[src/rtl/bram_stream_ctrl.sv]
`default_nettype none
// ============================================================================
// Module   : bram_stream_ctrl
// Purpose  : Loads a valid/ready burst into BRAM port 0, then streams it back
//            out through a 2-entry skid FIFO that hides the 1-cycle read.
// Options  : BRAM_CTRL_REVERSE_RD_EN - read addresses N-1..0 (LIFO order)
// Revision : 1.0 - initial release
// ============================================================================
module bram_stream_ctrl #(
   parameter int DWIDTH   = 32,
   parameter int AWIDTH   = 8,
   parameter int MEM_SIZE = 256
) (
   input  logic              clk,
   input  logic              reset_n,
   input  logic              start_i,
   input  logic [AWIDTH:0]   num_cnt_i,
   output logic              idle_o,
   output logic              done_o,
   input  logic              s_valid_i,
   output logic              s_ready_o,
   input  logic [DWIDTH-1:0] s_data_i,
   output logic              m_valid_o,
   input  logic              m_ready_i,
   output logic [DWIDTH-1:0] m_data_o,
   output logic [AWIDTH-1:0] addr_o,
   output logic              ce_o,
   output logic              we_o,
   output logic [DWIDTH-1:0] d_o,
   input  logic [DWIDTH-1:0] q_i
);

   localparam logic [1:0] c_st_idle  = 2'd0;
   localparam logic [1:0] c_st_write = 2'd1;
   localparam logic [1:0] c_st_read  = 2'd2;
   localparam logic [1:0] c_st_done  = 2'd3;

   localparam logic [AWIDTH:0] c_mem_size = (AWIDTH+1)'(MEM_SIZE);

   logic [1:0]        r_state;
   logic [AWIDTH:0]   r_n;
   logic [AWIDTH:0]   r_wr_cnt;
   logic [AWIDTH:0]   r_rd_cnt;
   logic [AWIDTH:0]   r_out_cnt;
   logic              r_pending;
   logic [DWIDTH-1:0] r_fifo [2];
   logic              r_wptr;
   logic              r_rptr;
   logic [1:0]        r_count;

   logic              w_wr_fire;
   logic              w_pop;
   logic [2:0]        w_occ;
   logic              w_rd_issue;
   logic [AWIDTH-1:0] w_rd_addr;
   logic [AWIDTH:0]   w_n_clamped;

   assign w_n_clamped = (num_cnt_i > c_mem_size) ? c_mem_size : num_cnt_i;

   assign w_wr_fire = (r_state == c_st_write) && s_valid_i;
   assign w_pop     = (r_count != 2'd0) && m_ready_i;

   // Words in the FIFO plus the one in flight from the BRAM; a pop this cycle
   // frees a slot so a full pipeline can still issue and keep 1 word/cycle.
   assign w_occ      = {1'b0, r_count} + {2'b00, r_pending};
   assign w_rd_issue = (r_state == c_st_read) && (r_rd_cnt < r_n) &&
                       ((w_occ < 3'd2) || ((w_occ == 3'd2) && w_pop));

`ifdef BRAM_CTRL_REVERSE_RD_EN
   assign w_rd_addr = AWIDTH'(r_n - r_rd_cnt - 1'b1);
`else
   assign w_rd_addr = r_rd_cnt[AWIDTH-1:0];
`endif

   assign idle_o    = (r_state == c_st_idle);
   assign done_o    = (r_state == c_st_done);
   assign s_ready_o = (r_state == c_st_write);
   assign m_valid_o = (r_count != 2'd0);
   assign m_data_o  = r_fifo[r_rptr];

   assign ce_o   = w_wr_fire | w_rd_issue;
   assign we_o   = w_wr_fire;
   assign addr_o = w_wr_fire  ? r_wr_cnt[AWIDTH-1:0] :
                   w_rd_issue ? w_rd_addr : '0;
   assign d_o    = w_wr_fire ? s_data_i : '0;

   always_ff @(posedge clk or negedge reset_n) begin
      if (!reset_n) begin
         r_state   <= c_st_idle;
         r_n       <= '0;
         r_wr_cnt  <= '0;
         r_rd_cnt  <= '0;
         r_out_cnt <= '0;
         r_pending <= 1'b0;
         r_fifo[0] <= '0;
         r_fifo[1] <= '0;
         r_wptr    <= 1'b0;
         r_rptr    <= 1'b0;
         r_count   <= 2'd0;
      end else begin
         r_pending <= w_rd_issue;
         if (r_pending) begin
            r_fifo[r_wptr] <= q_i;
            r_wptr         <= ~r_wptr;
         end
         if (w_pop) begin
            r_rptr <= ~r_rptr;
         end
         case ({r_pending, w_pop})
            2'b10:   r_count <= r_count + 2'd1;
            2'b01:   r_count <= r_count - 2'd1;
            default: r_count <= r_count;
         endcase

         case (r_state)
            c_st_idle: begin
               if (start_i) begin
                  r_n       <= w_n_clamped;
                  r_wr_cnt  <= '0;
                  r_rd_cnt  <= '0;
                  r_out_cnt <= '0;
                  r_wptr    <= 1'b0;
                  r_rptr    <= 1'b0;
                  r_count   <= 2'd0;
                  r_state   <= (w_n_clamped == '0) ? c_st_done : c_st_write;
               end
            end
            c_st_write: begin
               if (w_wr_fire) begin
                  r_wr_cnt <= r_wr_cnt + 1'b1;
                  if (r_wr_cnt == r_n - 1'b1) begin
                     r_state <= c_st_read;
                  end
               end
            end
            c_st_read: begin
               if (w_rd_issue) begin
                  r_rd_cnt <= r_rd_cnt + 1'b1;
               end
               if (w_pop) begin
                  r_out_cnt <= r_out_cnt + 1'b1;
                  if (r_out_cnt == r_n - 1'b1) begin
                     r_state <= c_st_done;
                  end
               end
            end
            default: begin
               r_state <= c_st_idle;
            end
         endcase
      end
   end

endmodule
`default_nettype wire

[config.mk]
export PLATFORM = sky130hd
export DESIGN_NAME = bram_stream_ctrl
export DESIGN_NICKNAME = d
export VERILOG_FILES = /design/src/rtl/bram_stream_ctrl.sv
export SDC_FILE = /design/constraint.sdc
export NUM_CORES = 1
export LEC_CHECK = 0
export ABC_AREA = 1
export CAP_MARGIN = 20
export CORE_ASPECT_RATIO = 0.7
export CORE_MARGIN = 2
export CORE_UTILIZATION = 40
export CTS_BUF_LIST = sky130_fd_sc_hd__clkbuf_2 sky130_fd_sc_hd__clkbuf_4 sky130_fd_sc_hd__clkbuf_8
export CTS_CLUSTER_SIZE = 16
export DETAILED_ROUTE_END_ITERATION = 10
export GPL_TIMING_DRIVEN = 0
export PLACE_DENSITY = 0.67
export SLEW_MARGIN = 20
export SYNTH_ARGS = -nofsm -noshare
export SYNTH_HDL_FRONTEND = slang
export SYNTH_SLANG_ARGS = --single-unit
export TNS_END_PERCENT = 1
[constraint.sdc]
create_clock -name clk -period 2.44 [get_ports clk]
set_input_delay 0.61 -clock clk [delete_from_list [all_inputs] [get_ports clk]]
set_output_delay 0.61 -clock clk [all_outputs]
set_load 0.02 [all_outputs]
==> out/metrics.yaml, run 1 <==
outcome: "finished with violations"
violations: "setup timing"
setup_ws_ps: -467.8
hold_viol: 0
portBuffers: 155
synth_cell_types: 39
clk_pin_slew_ps: 120
syn2layout_area_growth_pct: 39.20
synth_edf_count: 0
start_kind: "flop"
io_pins: 156
drv_slew: 0
utilization: 0.5776
grt.overflow.total: 0
routabilityCongestion: 0.9020
fin_nets: 1085
crit_start: "r_n[7]"
syn_inst: 783
numCtsBuffers: 9
via_count: 6001
grtUsageTotal: 0.2252
vdd_drop_max_v: 0.0005323
synth_top_cell_by_area: "dfrtp_1"
hold_slack_ps: 102.9
maxSlewHeadroom: 0.5769
cts_tree: "yes"
yosysSeqAreaShare: 0.4328
antenna_cells: 0
post_drt_via_cell_ratio: 5.064
dieArea_um2: 16490
timing.rr.start: "r_state[1]"
grt_pass1_wl_mm: 29.66
path_max_fanout: 5
max-cap-violations: 0
insertion_delay_ps: 380
drt-total-wl_mm: 18.79
netlist_top_cells_area: "dfrtp_1, nand2_1, o21ai_0, inv_1, mux2_2"
pre_cts_ws_ps: -1020
crit_path_end_kind: "output pin"
dpl.cell_count: 1134
synth_ff_type: "dfrtp_1"
setup_violations: 10
skew_ps: 17.07
finalSetupTns_ps: -4010
wl_per_cell_um: 15.86
max_freq_ghz: 0.3439
drt-pass1-iter-count: 7
min_period_over_period: 1.192
layout_min_cycle_time_ps: 2908
layoutNonFillerInstCount: 1185
start_util: 0.4150
drive_gt1_frac: 0.2475
h-tree-depth: 3
worst_pin_slew_ps: 634.6
place_hpwl_mm: 13.71
drt_iter0_markers: 459
cts_buffer_depth: 2
critical_path_class: "reg -> out"
hp-class: "in -> async"
avgSynthCellArea_um2: 7.900
rsz0062_at_grt: "yes"
yosysWarnings: 0
ant_nets: 0
cellLeakagePower_nw: 4.108
drc: 0
async_flop_share: 1.000
antenna_found_initial: 0
clockRootBuffer: "clkbuf_8"
synth_top_area_share: 0.4328
grt_pass1_vias: 5715
die_y_um: 108.0
critPathRequiredTime_ps: 1830
power_density_nw_per_um2: 1177
synthesis.nets: 883
die_x_um: 152.6
arrival_ps: 2300
grt_max_degree: 74
ys_ff_latch: 107
synth_area_um2: 6186
numClockSinks: 107
rows: 37
core_region_area_um2: 14910
critical path, stage by stage, from the launching register on:
cell	delay (ps)
dfrtp_1	430
inv_2	130
ha_4	220
nand2_4	60
nor2_2	40
o211ai_1	100
o2111ai_2	200
nor3_4	250
buf_6	180
nand3_2	70
o21ai_2	90
buf_6	140
logic make-up (layout without fill, tap and decap cells):
kind of cell | after synthesis | count (layout) | share of synthesized area
multiplexers | 32 | 32 | 0.05825
XOR/XNOR | 9 | 9 | 0.01274
AO/OA/AOI/OAI | 125 | 125 | 0.1112
buffers and inverters | 147 | 354 | 0.09142
adder cells (fa/ha/maj) | 22 | 22 | 0.04450
AND/OR/NAND/NOR | 341 | 341 | 0.2490
flip-flops | 107 | 107 | 0.4328
metal layers:
metal / vias to the layer above / GRT usage / part of all wire
met1: 2856 / 0.3475 / 0.49
met2: 200 / 0.3299 / 0.43
met4: 0 / 0.04365 / 0.0089
met5: - / 0 / 0
li1: 2929 / - / -
met3: 16 / 0.04128 / 0.072
cells in the mapped netlist (7+ instances only):
cell type,number
nand2_1,149
inv_1,109
dfrtp_1,107
o21ai_0,82
nor2_1,74
nand3_1,62
mux2_2,32
ha_1,22
a21oi_1,20
clkbuf_1,20
nand2_2,14
nand4_1,14
o21ai_2,10
inv_2,7
metrics by stage:
step	power (mW)	instance area, um^2
after global placement	8.429	7981
final	10.13	8611
after detailed placement	8.552	8010
after global routing	10.92	8611
after CTS	9.900	8606
after floorplan	6.403	6186
power by group:
group	total (mW)	internal [mW]	switching (mW)
Sequential	2.87	2.48	0.387
Clock	1.13	0.433	0.693
Combinational	6.14	2.40	3.74
what timing repair did:
action / in CTS / in global routing
gates resized for setup: 221 / 129
pin swaps: 12 / 5
buffers inserted: 28 / 6
cloned: 1 / 0
endpoints found under the setup margin: 76 / 76
hold buffers: 0 / 0
path summary, 6_finish.rpt:
check                              endpoint  slack [ps]  cells past startpoint
worst min register to register    r_fifo[3]         520                      1
worst max register to register  r_wr_cnt[7]         200                     11
worst min-delay path             r_fifo[62]         100                      1
worst max-delay path              addr_o[0]        -470                     11
max in group asynchronous        r_count[0]        1660                      2
min in group clk                  r_fifo[3]         520                      1
final cells by class:
| type | count | area (um^2) |
|---|---|---|
| timing repair buffer | 191 | 1684 |
| fill | 1401 | 6296 |
| clock buffer | 10 | 137.6 |
| inverter | 118 | 444.2 |
| multi-input combinational | 529 | 3172 |
| buffer | 29 | 175.2 |
| clock inverter | 6 | 65.06 |
| sequential | 107 | 2689 |
| tap | 195 | 244.0 |
sequential cells by signal, indices dropped and copies added, names as in the netlist:
| signal | count |
|---|---|
| r_wr_cnt | 9 |
| r_state | 2 |
| r_n | 9 |
| r_pending | 1 |
| r_rd_cnt | 9 |
| r_fifo | 64 |
| r_count | 2 |
| r_out_cnt | 9 |
| r_wptr | 1 |
| r_rptr | 1 |
cell usage in the layout, fill, tap and decap left out, types with 5 or more instances in the layout:
master / count
ha_1: 11
clkbuf_1: 11
a21oi_1: 18
ha_4: 9
nor2_1: 71
clkdlybuf4s15_1: 10
dfrtp_1: 98
clkbuf_2: 13
buf_6: 13
inv_2: 13
nand2_1: 146
dlygate4sd2_1: 15
nor3_1: 5
nand3_2: 5
clkbuf_4: 5
o21ai_2: 10
nor2_2: 8
clkdlybuf4s15_2: 5
nand2_2: 15
o21ai_1: 6
inv_1: 103
clkdlybuf4s50_1: 77
buf_4: 48
mux2_2: 32
o21ai_0: 78
dfrtp_2: 9
xor2_1: 6
clkbuf_8: 10
nand3_1: 57
buf_2: 16
nand4_1: 14
No activity file was read; power rests on OpenSTA's default activity.
==> run 2, diff against run 1 <==
--- a/config.mk
+++ b/config.mk
@@ -15,6 +15,7 @@
 export DETAILED_ROUTE_END_ITERATION = 10
 export GPL_TIMING_DRIVEN = 0
 export PLACE_DENSITY = 0.67
+export SKIP_CTS_REPAIR_TIMING = 1
 export SLEW_MARGIN = 20
 export SYNTH_ARGS = -nofsm -noshare
 export SYNTH_HDL_FRONTEND = slang
==> run 2 against run 1 <==
The flow still finishes with violations (setup timing). Clock power hardly changed. Non-clock buffer count is 5 lower. Critical path depth stayed put. Hold slack worse by 2.7 ps. Flip-flop and latch count stayed put. Combinational power is 2% higher. Total power is 1.5% higher. Clock skew is 8.6 ps higher.
==> out/metrics.yaml, run 2 (synthesis results as in run 1) <==
drt-pass1-iter-count: 5  # was 7
max_freq_ghz: 0.3360  # was 0.3439 GHz
clk_pin_slew_ps: 120  # about the same
dpl.cell_count: 1134  # unchanged
layout_commonest_cell: "nand2_1"  # unchanged
clockRootBuffer: "clkbuf_8"  # unchanged
start_util: 0.4150  # unchanged
hp-class: "in -> async"  # unchanged
via_count: 5925  # was 6001
timing.rr.end: "r_out_cnt[6]"  # was r_wr_cnt[7]
syn2layout_area_growth_pct: 41.32  # was 39.20%
crit_path_end_kind: "output pin"  # unchanged
routabilityCongestion: 0.9020  # unchanged
pre_cts_ws_ps: -1020  # unchanged
insertion_delay_ps: 380  # about the same
largest_reg_flops: 64  # unchanged
r2r_setup_slack_ps: 90  # was 200 ps
wl_per_cell_um: 15.77  # was 15.86 um
drv_slew: 0  # unchanged
hold_viol: 0  # unchanged
start_kind: "flop"  # unchanged
utilization: 0.5865  # was 0.5776
regMostFlops: "r_fifo"  # unchanged
power_density_nw_per_um2: 1176  # was 1177 nW/um^2
max-cap-violations: 0  # unchanged
crit_start: "r_n[2]"  # was r_n[7]
io_pins: 156  # unchanged
setup_violations: 25  # was 10
fin_nets: 1080  # was 1085
setup_ws_ps: -536.1  # was -467.8 ps
portBuffers: 155  # unchanged
antenna_cells: 0  # unchanged
slowest_delay_ps: 460  # was 430 ps
critical_path_class: "reg -> out"  # unchanged
maxSlewHeadroom: 0.5761  # was 0.5769
core_region_area_um2: 14910  # unchanged
drc: 0  # unchanged
hold_slack_ps: 100.2  # was 102.9 ps
worst-path-stages: 11  # unchanged
grt_pass1_wl_mm: 28.51  # was 29.66 mm
post_drt_via_cell_ratio: 5.021  # was 5.064
cp_top_family: "flip-flops"  # was buffers and inverters
nFillCells: 1378  # was 1401
final_cell_mix: "nand2_1, inv_1, dfrtp_1"  # unchanged
outcome: "finished with violations"  # unchanged
postPlaceCellArea_um2: 8010  # unchanged
cts_tree: "yes"  # unchanged
layout_min_cycle_time_ps: 2976  # was 2908 ps
grt_max_degree: 74  # unchanged
worstRegToRegCells: 11  # unchanged
h-tree-depth: 3  # unchanged
place_hpwl_mm: 13.71  # unchanged
rows: 37  # unchanged
dieArea_um2: 16490  # unchanged
layoutNonFillerInstCount: 1180  # was 1185
power.total_mw: 10.28  # was 10.13 mW
violations: "setup timing"  # unchanged
drive_gt1_frac: 0.2244  # was 0.2475
finalSetupTns_ps: -7126  # was -4010 ps
crit_buf_inv: 3  # unchanged
die_x_um: 152.6  # unchanged
numClockSinks: 107  # unchanged
regArea_um2: 2690  # was 2689 um^2
worst_pin_slew_ps: 635.8  # was 634.6 ps
die_y_um: 108.0  # unchanged
min_period_over_period: 1.220  # was 1.192
timing.rr.start: "r_state[0]"  # was r_state[1]
grtUsageTotal: 0.2151  # was 0.2252
arrival_ps: 2370  # was 2300 ps
grt_pass1_vias: 5532  # was 5715
skew_ps: 25.68  # was 17.07 ps
antenna_found_initial: 0  # unchanged
path_max_fanout: 5  # unchanged
vdd_drop_max_v: 0.0005480  # was 0.0005323 V
ant_nets: 0  # unchanged
rsz0062_at_grt: "yes"  # unchanged
grt.overflow.total: 0  # unchanged
drt-total-wl_mm: 18.61  # was 18.79 mm
cpMaxStageDelayCell: "dfrtp_2"  # was dfrtp_1
final_area_um2: 8742  # was 8611 um^2
critPathRequiredTime_ps: 1830  # about the same
cpMostUsedCell: "buf_6"  # unchanged
path_cells: "inv_4 > ha_4 > a21oi_2 > o21ai_1 > nand2_1 > o2111ai_4 > nor3_4 > buf_6 > nand3_2 > o21ai_2 > buf_6"  # was inv_2 > ha_4 > nand2_4 > nor2_2 > o211ai_1 > o2111ai_2 > nor3_4 > buf_6 > nand3_2 > o21ai_2 > buf_6
numCtsBuffers: 9  # unchanged
multiInputGateArea_um2: 3176  # was 3172 um^2
drt_iter0_markers: 380  # was 459
cellLeakagePower_nw: 4.449  # was 4.108 nW
cts_buffer_depth: 2  # unchanged
run 2: per-layer routing:
metal | up-vias | global-route usage | wire, um
met5 | - | 0 | 0
met4 | 0 | 0.04167 | 196
met3 | 15 | 0.04329 | 1380
met2 | 178 | 0.3126 | 8149
met1 | 2815 | 0.3315 | 8886
li1 | 2917 | - | -
run 2: worst max path at each step:
stage             endpoint
6_report         addr_o[0]
2_1_floorplan    addr_o[1]
4_1_cts          addr_o[1]
3_5_place_dp     addr_o[1]
3_3_place_gp   r_wr_cnt[6]
5_1_grt          addr_o[0]
run 2: layout make-up:
class                           instances  share of cell area
Clock inverter                          6            0.007442
Tap cell                              195             0.02791
Inverter                              118             0.05138
Sequential cell                       107              0.3077
Multi-Input combinational cell        529              0.3632
Timing Repair Buffer                  186              0.2088
Clock buffer                           10             0.01574
Buffer                                 29             0.01775
run 2: report_power, final:
part	total, mW	switching [mW]	leakage [nW]	internal, mW
combinational	6.25	3.69	3.00	2.56
clock	1.13	0.696	0.104	0.433
sequential	2.90	0.417	1.34	2.49
total	10.3	4.80	4.45	5.48
